File: config.mk
export PLATFORM = sky130hd
export DESIGN_NAME = adder_mp_ctrl
export DESIGN_NICKNAME = d
export VERILOG_FILES = /design/src/rtl/adder_mp_ctrl.sv
export SDC_FILE = /design/constraint.sdc
export NUM_CORES = 1
export LEC_CHECK = 0
export BUFFER_PORTS_ARGS = -buffer_cell sky130_fd_sc_hd__buf_2
export CAP_MARGIN = 10
export CORE_ASPECT_RATIO = 0.7
export CORE_MARGIN = 1.5
export CORE_UTILIZATION = 39
export DETAILED_ROUTE_END_ITERATION = 12
export PLACE_DENSITY = 0.87
export SLEW_MARGIN = 15
export SYNTH_ARGS = -nofsm -noshare
export SYNTH_HDL_FRONTEND = slang
export SYNTH_SLANG_ARGS = --single-unit
File: constraint.sdc
create_clock -name i_clk -period 2.13 [get_ports i_clk]
set_clock_uncertainty 0.15 [all_clocks]
set_input_delay 0.213 -clock i_clk [delete_from_list [all_inputs] [get_ports i_clk]]
set_output_delay 0.213 -clock i_clk [all_outputs]
set_load 0.03 [all_outputs]
File: src/rtl/adder_mp_ctrl.sv
// adder_mp_ctrl
// Word-serial multi-precision add/subtract sequencer driving one shared
// BW_DATA-wide adder that lives beside this block at the parent level.
// Operand words arrive LSW first on a valid/ready stream. The carry is chained
// word to word through carry_r. Result words leave through a one-entry
// registered valid/ready slot.
//
// Subtraction is A + ~B + 1. The +1 comes from seeding carry_r with 1 at start,
// so the final carry-out reads 1 = no borrow.
//
// state | meaning
// ------+------------------------------------------------------------------
// IDLE  | waiting for i_start; operand stream closed
// RUN   | accepting operand words, LSW first; carry chained through carry_r
// DRAIN | final word (o_s_last=1) held on o_s until the consumer takes it
module adder_mp_ctrl #(
    parameter int BW_DATA = 32,
    parameter int N_WORD  = 4,
    parameter int BW_CNT  = $clog2(N_WORD) + 1
) (
    input  logic               i_clk,
    input  logic               i_rstn,
    input  logic               i_start,
    input  logic               i_sub,
    input  logic               i_c_init,
    output logic               o_busy,
    input  logic               i_op_valid,
    output logic               o_op_ready,
    input  logic [BW_DATA-1:0] i_a,
    input  logic [BW_DATA-1:0] i_b,
    output logic [BW_DATA-1:0] o_add_a,
    output logic [BW_DATA-1:0] o_add_b,
    output logic               o_add_c,
    input  logic [BW_DATA-1:0] i_add_s,
    input  logic               i_add_c,
    output logic [BW_DATA-1:0] o_s,
    output logic               o_s_valid,
    output logic               o_s_last,
    input  logic               i_s_ready,
    output logic               o_c,
    output logic               o_done
);

    typedef enum logic [1:0] {
        S_IDLE  = 2'd0,
        S_RUN   = 2'd1,
        S_DRAIN = 2'd2
    } state_t;

    localparam logic [BW_CNT-1:0] LAST_CNT = BW_CNT'(N_WORD - 1);
    localparam logic [BW_CNT-1:0] CNT_ONE  = BW_CNT'(1);

    state_t              r_state;
    logic                r_sub;
    logic                r_carry;
    logic [BW_CNT-1:0]   r_cnt;
    logic [BW_DATA-1:0]  r_s;
    logic                r_s_valid;
    logic                r_s_last;
    logic                r_c;
    logic                r_done;

    logic                w_op_ready;
    logic                w_op_hs;
    logic                w_s_hs;
    logic                w_last_word;

    // Operand stream opens only in RUN, and only when the result slot is empty
    // or is being emptied this same cycle.
    assign w_op_ready  = (r_state == S_RUN) && (!r_s_valid || i_s_ready);
    assign w_op_hs     = i_op_valid && w_op_ready;
    assign w_s_hs      = r_s_valid && i_s_ready;
    assign w_last_word = (r_cnt == LAST_CNT);

    // Adder feed: B is inverted for subtract; the chained carry supplies the +1.
    assign o_add_a = i_a;
    assign o_add_b = r_sub ? ~i_b : i_b;
    assign o_add_c = r_carry;

    assign o_busy     = (r_state != S_IDLE);
    assign o_op_ready = w_op_ready;
    assign o_s        = r_s;
    assign o_s_valid  = r_s_valid;
    assign o_s_last   = r_s_last;
    assign o_c        = r_c;
    assign o_done     = r_done;

    // Sequencer: state, carry chain, word counter and the registered result slot.
    always_ff @(posedge i_clk or negedge i_rstn) begin
        if (!i_rstn) begin
            r_state   <= S_IDLE;
            r_sub     <= 1'b0;
            r_carry   <= 1'b0;
            r_cnt     <= '0;
            r_s       <= '0;
            r_s_valid <= 1'b0;
            r_s_last  <= 1'b0;
            r_c       <= 1'b0;
            r_done    <= 1'b0;
        end else begin
            r_done <= 1'b0;
            case (r_state)
                S_IDLE: begin
                    if (i_start) begin
                        r_sub   <= i_sub;
                        r_carry <= i_sub ? 1'b1 : i_c_init;
                        r_cnt   <= '0;
                        r_state <= S_RUN;
                    end
                end
                S_RUN: begin
                    if (w_op_hs) begin
                        r_s       <= i_add_s;
                        r_s_valid <= 1'b1;
                        r_carry   <= i_add_c;
                        r_cnt     <= r_cnt + CNT_ONE;
                        if (w_last_word) begin
                            r_s_last <= 1'b1;
                            r_c      <= i_add_c;
                            r_state  <= S_DRAIN;
                        end
                    end else if (w_s_hs) begin
                        r_s_valid <= 1'b0;
                    end
                end
                S_DRAIN: begin
                    if (w_s_hs) begin
                        r_s_valid <= 1'b0;
                        r_s_last  <= 1'b0;
                        r_done    <= 1'b1;
                        r_state   <= S_IDLE;
                    end
                end
                default: begin
                    r_state <= S_IDLE;
                end
            endcase
        end
    end

endmodule
=== Word level (Yosys, flattened, before mapping) ===
Index checks and enable logic that the tools add are counted.

* Input bits: 104
* Bits in registers: 43
* Word-level logic and storage cells: 55

* Muxes and demuxes: 22
* Reduce and logical (&&, ||, !) cells: 15
* Add/subtract/negate cells: 1
* Equal/unequal tests: 7
* Bitwise gates (word level): 1

{| class="wikitable"
|+ Operators with widths
! kind !! count
|-
| 32-bit 2-to-1 mux || 1
|-
| 32-bit inverter || 1
|-
| 1-bit 2-to-1 mux || 10
|-
| 2-bit 2-to-1 mux || 4
|-
| 2-bit != test (second input constant) || 4
|-
| 4-bit AND reduction || 2
|-
| 3-bit 2-to-1 mux || 2
|-
| 1-bit one-hot mux with 2 select lines || 3
|-
| 2-bit one-hot mux with 3 select lines || 1
|-
| 3-bit one-hot mux with 2 select lines || 1
|-
| 3-bit AND reduction || 2
|-
| 2-bit nonzero test || 3
|-
| 2-bit AND reduction || 2
|-
| 3-bit by 1-bit adder with 3-bit output (second input constant) || 1
|-
| 3-bit by 2-bit == test with 1-bit output (second input constant) || 1
|-
| 1-bit logical AND || 3
|-
| 2-bit by 1-bit == test with 1-bit output (second input constant) || 1
|-
| 2-bit == test (second input constant) || 1
|-
| 2-bit zero test || 1
|-
| 1-bit zero test || 1
|-
| 1-bit logical OR || 1
|}

=== Logic depth before layout (Yosys ltp) ===
Gate-level depths: netlist of run 1.

* Word-level depth: 6
* Gate-level depth with buffers: 6
* Mapped depth without buffers: 6

=== Worst setup path before layout of run 1 ===
OpenSTA, ideal clock, no wires.

* Path kind: reg2reg
* Start point: register r_state[0]
* End point: register r_state[0]
* Stages on the path, launching flop included: 7
* Data arrival time: 1483 ps
* Slack: 373 ps
* Path buffers: 0
* Cells stage by stage: dfrtp_1 > inv_1 > ha_1 > and2b_1 > a21o_1 > a21oi_1 > mux2_2

* Longest elaborated chain between the ends: 5

{| class="wikitable"
|+ Ends and longest elaborated chain
! what !! RTL line !! text
|-
| from (decl) || 53 || <nowiki>state_t r_state;</nowiki>
|-
| from (signal assigned) || 91 || <nowiki>r_state <= S_IDLE;</nowiki>
|-
| from (signal assigned) || 108 || <nowiki>r_state <= S_RUN;</nowiki>
|-
| from (signal assigned) || 120 || <nowiki>r_state <= S_DRAIN;</nowiki>
|-
| 2-bit by 1-bit == test with 1-bit output || 70, 102 ||
|-
| 1-bit logical AND || 70 || <nowiki>assign w_op_ready = (r_state == S_RUN) && (!r_s_valid || i_s_ready);</nowiki>
|-
| 1-bit logical AND || 71 || <nowiki>assign w_op_hs = i_op_valid && w_op_ready;</nowiki>
|-
| 2-bit != test (no source line) || n/a ||
|-
| 4-bit AND reduction (no source line) || n/a ||
|}

Several ways; a longest one is shown, not always the timed one.
A chain may end at the register's enable or synchronous reset.

=== Worst setup path in the final report of run 1 ===
Ends and elaborated chain as after synthesis.

==> results_dict.tcl, run 1 <==
set metrics [dict create \
    status "finished clean" \
    relSlewSlack 0.670 \
    area_growth_pct 30.8 \
    core_um2 6280 \
    wire_per_inst_um 14.0 \
    worstMarginPinSlew_ps 494 \
    syn_avg_cell_area_um2 12.4 \
    met3_usage 0.0573 \
    drv_slew 0 \
    clk_latency_ps 290 \
    final_cells 413 \
    cts_num_sinks 43 \
    via_count 1946 \
    yosysTopAreaCellShare 0.422 \
    first_iter_violations 47 \
    synth_seq_cells 43 \
    htreeDepth 2 \
    cts_tree "yes" \
    rr_startpoint "r_state[0]" \
    crit_required_ps 2160 \
    worstSetupPathType "reg2reg" \
    yosysSeqAreaShare 0.422 \
    busiest_layer "met2" \
    use_met2 0.231 \
    r2r-end "r_state[0]" \
    grt_start_max_net_pins 34 \
    worstHoldStart "i_add_s[20]" \
    ir_drop_v 0.000883 \
    mostFrequentLayoutCells "buf_2, dfrtp_1, xor2_1, mux2_4, dlygate4sd3_1" \
    post_cts_buffers 0 \
    fp.dieW_um 99.7 \
    clk_pin_slew_ps 80 \
    finish.utilization 0.532 \
    timing.setup.tns_ps 0 \
    grt_pass1_wl_um 8740 \
    critPathCaptureType "flop" \
    final_nets 444 \
    cts_buffer_depth 2 \
    overflow 0 \
    fillCellCount 521 \
    start_kind "flop" \
    wl_um 5760 \
    ctsRootBufferMaster "clkbuf_8" \
    portBuffers 142 \
    placed_area_um2 3090 \
    viasPerCell 4.71 \
    synth.area.top_cells "dfrtp_1, mux2_4, xor2_1" \
    drt_pass1_iterations 4 \
    holdPathStages 2 \
    antenna_left 0 \
    diodes 0 \
    row_count 24 \
    grt_pass1_vias 1854 \
    place_congestion 0.855 \
    rsz0062_at_grt "false" \
    synth_area_leader_cell "dfrtp_1" \
    arrival_ps 1920 \
    hold_end "o_s[20]" \
    maxCapViolCount 0 \
    track_usage 0.153 \
    hold_class "in2reg" \
    total_power_mw 5.76 \
    dp.cells 389 \
    layout_commonest_cell "buf_2" \
    max_freq_ghz 0.530 \
    power_density_nw_per_um2 1720 \
    synth_cell_types 34 \
    io-pin-count 207 \
    cts_made_buffers 5 \
    die_h_um 70.7 \
    finalHoldViolations 0 \
    p_leak_nw 1.77 \
    syn_inst 206 \
    initial_core_util 0.407 \
    r2r_setup_slack_ps 240 \
    die_area_um2 7050 \
    drc_errors 0 \
    syn-num-nets 316 \
    ys_warn_count 0 \
    netlist_area_um2 2550 \
    period_needed_ps 1890 \
    crit_path_max_fanout 7 \
    setup_viol 0 \
    fin_crit_sh 0.886 \
    finalInstanceArea_um2 3340 \
    met1_usage 0.208 \
    layout-drive-gt1-share 0.573 \
    dp_hpwl_um 4140 \
    antenna_found_initial 0 \
    reg2reg_depth 6 \
]
-- kinds of logic (layout without fill, tap and decap cells) --
logic type      Yosys count  after routing  share of synthesized area
xor+xnor                 32             32                      0.110
simple gates             25             25                     0.0534
buf+inv                  48            177                      0.141
fa+ha+maj                 6              6                     0.0294
compound gates           16             16                     0.0431
mux                      36             36                      0.201
flops                    43             43                      0.422
-- timing repair --
| item | CTS | global route |
|---|---|---|
| hold buffers | 14 | 2 |
| resized for setup | 0 | 0 |
| hold endpoints to repair | 34 | 2 |
-- cell usage after synthesis --
cell type	count
nand2b_1	1
o22a_1	1
mux2_4	29
ha_1	6
xor2_1	32
and3_1	1
o21ai_0	4
a211oi_1	1
clkbuf_1	2
o2111ai_1	1
o211ai_1	1
o22ai_1	1
a32o_1	1
o41ai_1	1
buf_2	3
nand3_1	7
a21oi_1	2
mux2_2	7
nand2_1	8
or3_1	1
a21o_1	1
dfrtp_1	43
a31oi_1	1
o311ai_0	1
nand2b_4	1
and2_2	1
buf_6	1
inv_1	7
and3_4	1
nor3_1	1
buf_12	3
and2b_1	1
nor2_1	2
buf_4	32
-- layout make-up --
class,instances,area (µm²),area share
clock buffers,6,72.6,0.0217
multi-input cells,115,1120,0.334
clock inverters,2,12.5,0.00375
flip-flops and latches,43,1080,0.322
inverters,7,26.3,0.00787
well taps,78,97.6,0.0292
repair buffers,162,938,0.281
-- power by group --
part           total, mW  switching, mW  internal [mW]
logic               3.81           2.41           1.40
clock network      0.504          0.274          0.229
registers           1.44          0.241           1.20
total               5.76           2.92           2.83
-- critical path, cell delays in order (launching register included) --
cell,delay (ps)
dfrtp_1,380
inv_1,80
ha_1,280
and2b_1,230
a21o_1,190
a21oi_1,120
mux2_2,350
-- metrics by stage --
step	hold WS, ps	setup WS [ps]
6_report	5.88	243
5_1_grt	-0.971	101
4_1_cts	2.12	235
3_5_place_dp	55.2	242
3_3_place_gp	51.0	314
2_1_floorplan	-233	373
-- worst max path at each step --
stage,startpoint,end,slack [ps],cells past startpoint
after floorplan,r_state[0],r_state[0],370,6
after global placement,r_state[0],r_state[0],310,6
after detailed placement,r_state[0],r_state[0],240,6
after CTS,r_state[0],r_state[0],230,6
after global routing,r_state[0],r_state[0],100,6
final,r_state[0],r_state[0],240,6
-- routing by layer --
metal  up-vias  wire, µm
li1        910         -
met1       914      2580
met2       110      2620
met3        12       487
met4         0        68
met5         -         0
-- state kept, by name, indices dropped and copies added, names as in the netlist --
signal,flops
o_s_last,1
r_state,2
o_c,1
o_s_valid,1
o_add_c,1
r_cnt,3
r_sub,1
o_done,1
o_s,32
Power figures use the tool's default switching activity.
==> run 2: changes to the inputs <==
==> config.mk (replaced) <==
export PLATFORM = sky130hd
export DESIGN_NAME = adder_mp_ctrl
export DESIGN_NICKNAME = d
export VERILOG_FILES = /design/src/rtl/adder_mp_ctrl.sv
export SDC_FILE = /design/constraint.sdc
export NUM_CORES = 1
export LEC_CHECK = 0
export CAP_MARGIN = 10
export CORE_AREA = 2 2 81 83
export DETAILED_ROUTE_END_ITERATION = 12
export DIE_AREA = 0 0 83 85
export DONT_BUFFER_PORTS = 1
export PLACE_DENSITY = 0.63
export SLEW_MARGIN = 15
export SYNTH_ARGS = -nofsm -noshare
export SYNTH_HDL_FRONTEND = slang
export SYNTH_SLANG_ARGS = --single-unit
==> results_dict.tcl, run 2 (synthesis results as in run 1) <==
set metrics [dict create \
    dp_hpwl_um 3810 \
    use_met2 0.248 \
    ir_drop_v 0.000998 \
    rr_startpoint "r_state[1]" \
    cts_made_buffers 5 \
    final_nets 360 \
    drt_pass1_iterations 4 \
    total_power_mw 5.58 \
    setup_ws_ps 105 \
    crit_path_max_fanout 13 \
    area_growth_pct 21.9 \
    setup_viol 0 \
    track_usage 0.150 \
    portBuffers 0 \
    relSlewSlack 0.695 \
    status "finished clean" \
    layout-drive-gt1-share 0.335 \
    antenna_found_initial 0 \
    holdPathStages 2 \
    grt_pass1_wl_um 8540 \
    layout_commonest_cell "dfrtp_1" \
    met3_usage 0.0564 \
    overflow 0 \
    cts_buffer_depth 2 \
    comb_power_share 0.521 \
    die_area_um2 7060 \
    cts_num_sinks 43 \
    hold_end "o_s_last" \
    htreeDepth 2 \
    drc_errors 0 \
    maxCapViolCount 0 \
    row_count 29 \
    finalHoldViolations 0 \
    period_needed_ps 2020 \
    antenna_left 0 \
    worstHoldStart "i_op_valid" \
    initial_core_util 0.411 \
    p_leak_nw 1.47 \
    via_count 1633 \
    max_freq_ghz 0.494 \
    r2r-end "o_add_c" \
    viasPerCell 4.98 \
    met1_usage 0.181 \
    fp.dieW_um 83 \
    worstMarginPinSlew_ps 457 \
    hold_class "in2reg" \
    p_sw_frac 0.505 \
    pre_cts_ws_ps 224 \
    arrival_ps 2040 \
    grt_start_max_net_pins 44 \
    crit_required_ps 2150 \
    r2r_setup_slack_ps 110 \
    finalInstanceArea_um2 3110 \
    clk_latency_ps 290 \
    placed_area_um2 2610 \
    fin_crit_sh 0.951 \
    p_clk_frac 0.091 \
    cts_tree "yes" \
    power_switching_mw 2.82 \
    post_cts_buffers 0 \
    largest_reg_flops 32 \
    worstSetupPathType "reg2reg" \
    reg2reg_depth 7 \
    intPower_mw 2.76 \
    die_h_um 85 \
    pwr-share-seq 0.387 \
    clk_pin_slew_ps 80 \
    grt_pass1_vias 1663 \
    critPathCaptureType "flop" \
    busiest_layer "met2" \
    timing.setup.tns_ps 0 \
    wl_um 5390 \
    wire_per_inst_um 16.4 \
    diodes 0 \
    drv_slew 0 \
    place_congestion 0.849 \
    io-pin-count 207 \
    first_iter_violations 70 \
    finish.utilization 0.501 \
    core_um2 6200 \
    mostFrequentLayoutCells "dfrtp_1, dlygate4sd3_1, buf_4, xor2_1, mux2_4" \
    ctsRootBufferMaster "clkbuf_8" \
    power_density_nw_per_um2 1790 \
    start_kind "flop" \
    rsz0062_at_grt "false" \
]
[run 2: cell types whose count changed in the layout (fill, tap and decap cells not counted)]
cell           delta
buf_2           -142
buf_4            +35
dlygate4sd3_1    +24
buf_12            -1
[run 2: routing by layer]
layer,share of wire,vias up
met3,0.10,18
met2,0.50,86
li1,-,744
met4,0.015,0
met1,0.38,785
met5,0,-
[run 2: repair_timing]
item | CTS | global route
endpoints found under the hold margin | 81 | 0
resized for setup | 0 | 0
setup endpoints to repair | 0 | 0
hold buffers | 41 | 0
[run 2: how the worst max path moves through the flow]
stage / to / start / slack, ps
finish: o_add_c / r_state[1] / 110
global placement: r_state[0] / r_state[0] / 300
floorplan: r_state[0] / r_state[0] / 370
global route: o_add_c / r_state[1] / 10
detailed placement: r_state[0] / r_state[0] / 220
CTS: o_add_c / r_state[1] / 150
[run 2: cell type report]
cell class / instances / area (µm²)
clock buffers: 6 / 72.6
fillers: 534 / 3090
well taps: 77 / 96.3
inverters: 7 / 26.3
flip-flops and latches: 43 / 1080
repair buffers: 78 / 711
multi-input cells: 115 / 1120
clock inverters: 2 / 12.5
[run 2: power by group through the flow]
stage	Clock, mW	Sequential, mW	Combinational (mW)
5_1_grt	0.572	2.21	3.09
3_3_place_gp	0	2.17	2.78
2_1_floorplan	0	2.10	2.26
3_5_place_dp	0	2.17	2.83
4_1_cts	0.528	2.16	2.93
6_report	0.509	2.16	2.91
[run 2: worst max-delay path: stages, from the launching register on]
cell and delay (ps):
dfrtp_1 410, inv_1 110, ha_1 190, buf_4 190
inv_1 90, o2111ai_1 120, dlygate4sd3_1 580, nand3_1 70
[run 2: through the flow]
stage / hold slack, ps / instances
floorplan: -233 / 206
global placement: -232 / 279
detailed placement: -232 / 279
CTS: 11.1 / 328
global route: 36.3 / 328
finish: 18.9 / 328
==> run 3: changes to the inputs <==
--- a/config.mk
+++ b/config.mk
@@ -10,6 +10,7 @@
 export DETAILED_ROUTE_END_ITERATION = 12
 export DIE_AREA = 0 0 83 85
 export DONT_BUFFER_PORTS = 1
+export MAX_ROUTING_LAYER = met4
 export PLACE_DENSITY = 0.63
 export SLEW_MARGIN = 15
 export SYNTH_ARGS = -nofsm -noshare
==> results_dict.tcl, run 3 (synthesis results as in run 1) <==
set metrics [dict create \
    p_leak_nw 1.47 \
    crit_required_ps 2150 \
    maxCapViolCount 0 \
    wire_per_inst_um 16.5 \
    period_needed_ps 2020 \
    crit_path_max_fanout 13 \
    critPathMaxStageDelay_ps 580 \
    hold_class "in2reg" \
    path_cells "inv_1 -> ha_1 -> buf_4 -> inv_1 -> o2111ai_1 -> dlygate4sd3_1 -> nand3_1" \
    cts_buffer_depth 2 \
    start_kind "flop" \
    via_count 1626 \
    crit_path_frequent_cell "inv_1" \
    drt_pass1_iterations 4 \
    row_count 29 \
    die_h_um 85 \
    slowest_stage "dlygate4sd3_1" \
    layout_commonest_cell "dfrtp_1" \
    core_um2 6200 \
    rsz0062_at_grt "false" \
    status "finished clean" \
    use_met2 0.247 \
    ctsResizeCount 0 \
    final_nets 360 \
    dp_hpwl_um 3810 \
    worstSetupPathType "reg2reg" \
    ctsRootBufferMaster "clkbuf_8" \
    met1_usage 0.185 \
    antenna_left 0 \
    io-pin-count 207 \
    cts_hold_buf 41 \
    place_congestion 0.863 \
    drv_slew 0 \
    relSlewSlack 0.695 \
    setup_viol 0 \
    clk_pin_slew_ps 80 \
    busiest_layer "met2" \
    die_area_um2 7060 \
    largest_reg_flops 32 \
    track_usage 0.154 \
    area_growth_pct 21.9 \
    arrival_ps 2040 \
    diodes 0 \
    layout-drive-gt1-share 0.335 \
    fillCellCount 534 \
    ir_drop_v 0.000998 \
    met3_usage 0.0516 \
    wl_um 5400 \
    portBuffers 0 \
    setup_ws_ps 106 \
    grt_pass1_wl_um 8510 \
    power_density_nw_per_um2 1790 \
    htreeDepth 2 \
    grt_pass1_vias 1666 \
    viasPerCell 4.96 \
    critPathCaptureType "flop" \
    cts_tree "yes" \
    fin_crit_sh 0.950 \
    post_cts_buffers 0 \
    fp.dieW_um 83 \
    pre_cts_ws_ps 224 \
    clk_latency_ps 290 \
    drc_errors 0 \
    worstMarginPinSlew_ps 457 \
    total_power_mw 5.58 \
    overflow 0 \
    cts_made_buffers 5 \
    cts_num_sinks 43 \
    first_iter_violations 73 \
    max_freq_ghz 0.494 \
    finalHoldViolations 0 \
    antenna_found_initial 0 \
    grt_start_max_net_pins 44 \
    initial_core_util 0.411 \
    timing.setup.tns_ps 0 \
    mostFrequentLayoutCells "dfrtp_1, dlygate4sd3_1, buf_4, xor2_1, mux2_4" \
]
==> run 3: cell counts in the layout (fill, tap and decap cells not counted) <==
Identical to the previous run, type by type.
==> run 3: metrics by stage <==
step	hold WS, ps	instance area, µm²	instances	utilization
global placement	-232	2610	279	0.420
CTS	11.1	3110	328	0.501
finish	19.9	3110	328	0.501
global route	36.3	3110	328	0.501
floorplan	-233	2550	206	-
detailed placement	-232	2610	279	0.420
==> run 3: final timing paths <==
check / startpoint / endpoint / slack [ps] / cells after the start
min in group asynchronous: i_rstn / o_s[2] / 240 / 2
hold / removal: i_op_valid / o_s_last / 20 / 2
setup / recovery: r_state[1] / o_add_c / 110 / 7
hold reg to reg: r_state[1] / r_state[1] / 400 / 1
max in group asynchronous: i_rstn / o_s[31] / 1360 / 2
setup reg to reg: r_state[1] / o_add_c / 110 / 7
==> run 3: critical path, delay by kind of cell (launching register included) <==
kind                     cells  cell delay (ps)
buffers and inverters        4              970
flip-flops                   1              410
adder cells (fa/ha/maj)      1              190
AO/OA/AOI/OAI                1              120
AND/OR/NAND/NOR              1               70
==> run 3: metal layers <==
metal | up-vias | part of all wire
met4 | 0 | 0.014
met3 | 16 | 0.097
met5 | - | 0
met2 | 87 | 0.50
li1 | 745 | -
met1 | 778 | 0.38
==> run 3: layout make-up <==
class	instances	area (µm²)	area share
timing repair buffer	78	711	0.228
multi-input combinational	115	1120	0.359
clock inverter	2	12.5	0.00402
clock buffer	6	72.6	0.0233
tap	77	96.3	0.0310
sequential	43	1080	0.346
inverter	7	26.3	0.00845
==> run 3: report_power, final <==
part           switching (mW)  internal [mW]
Sequential              0.972           1.19
Clock                   0.279          0.229
Combinational            1.57           1.34
Total                    2.82           2.76
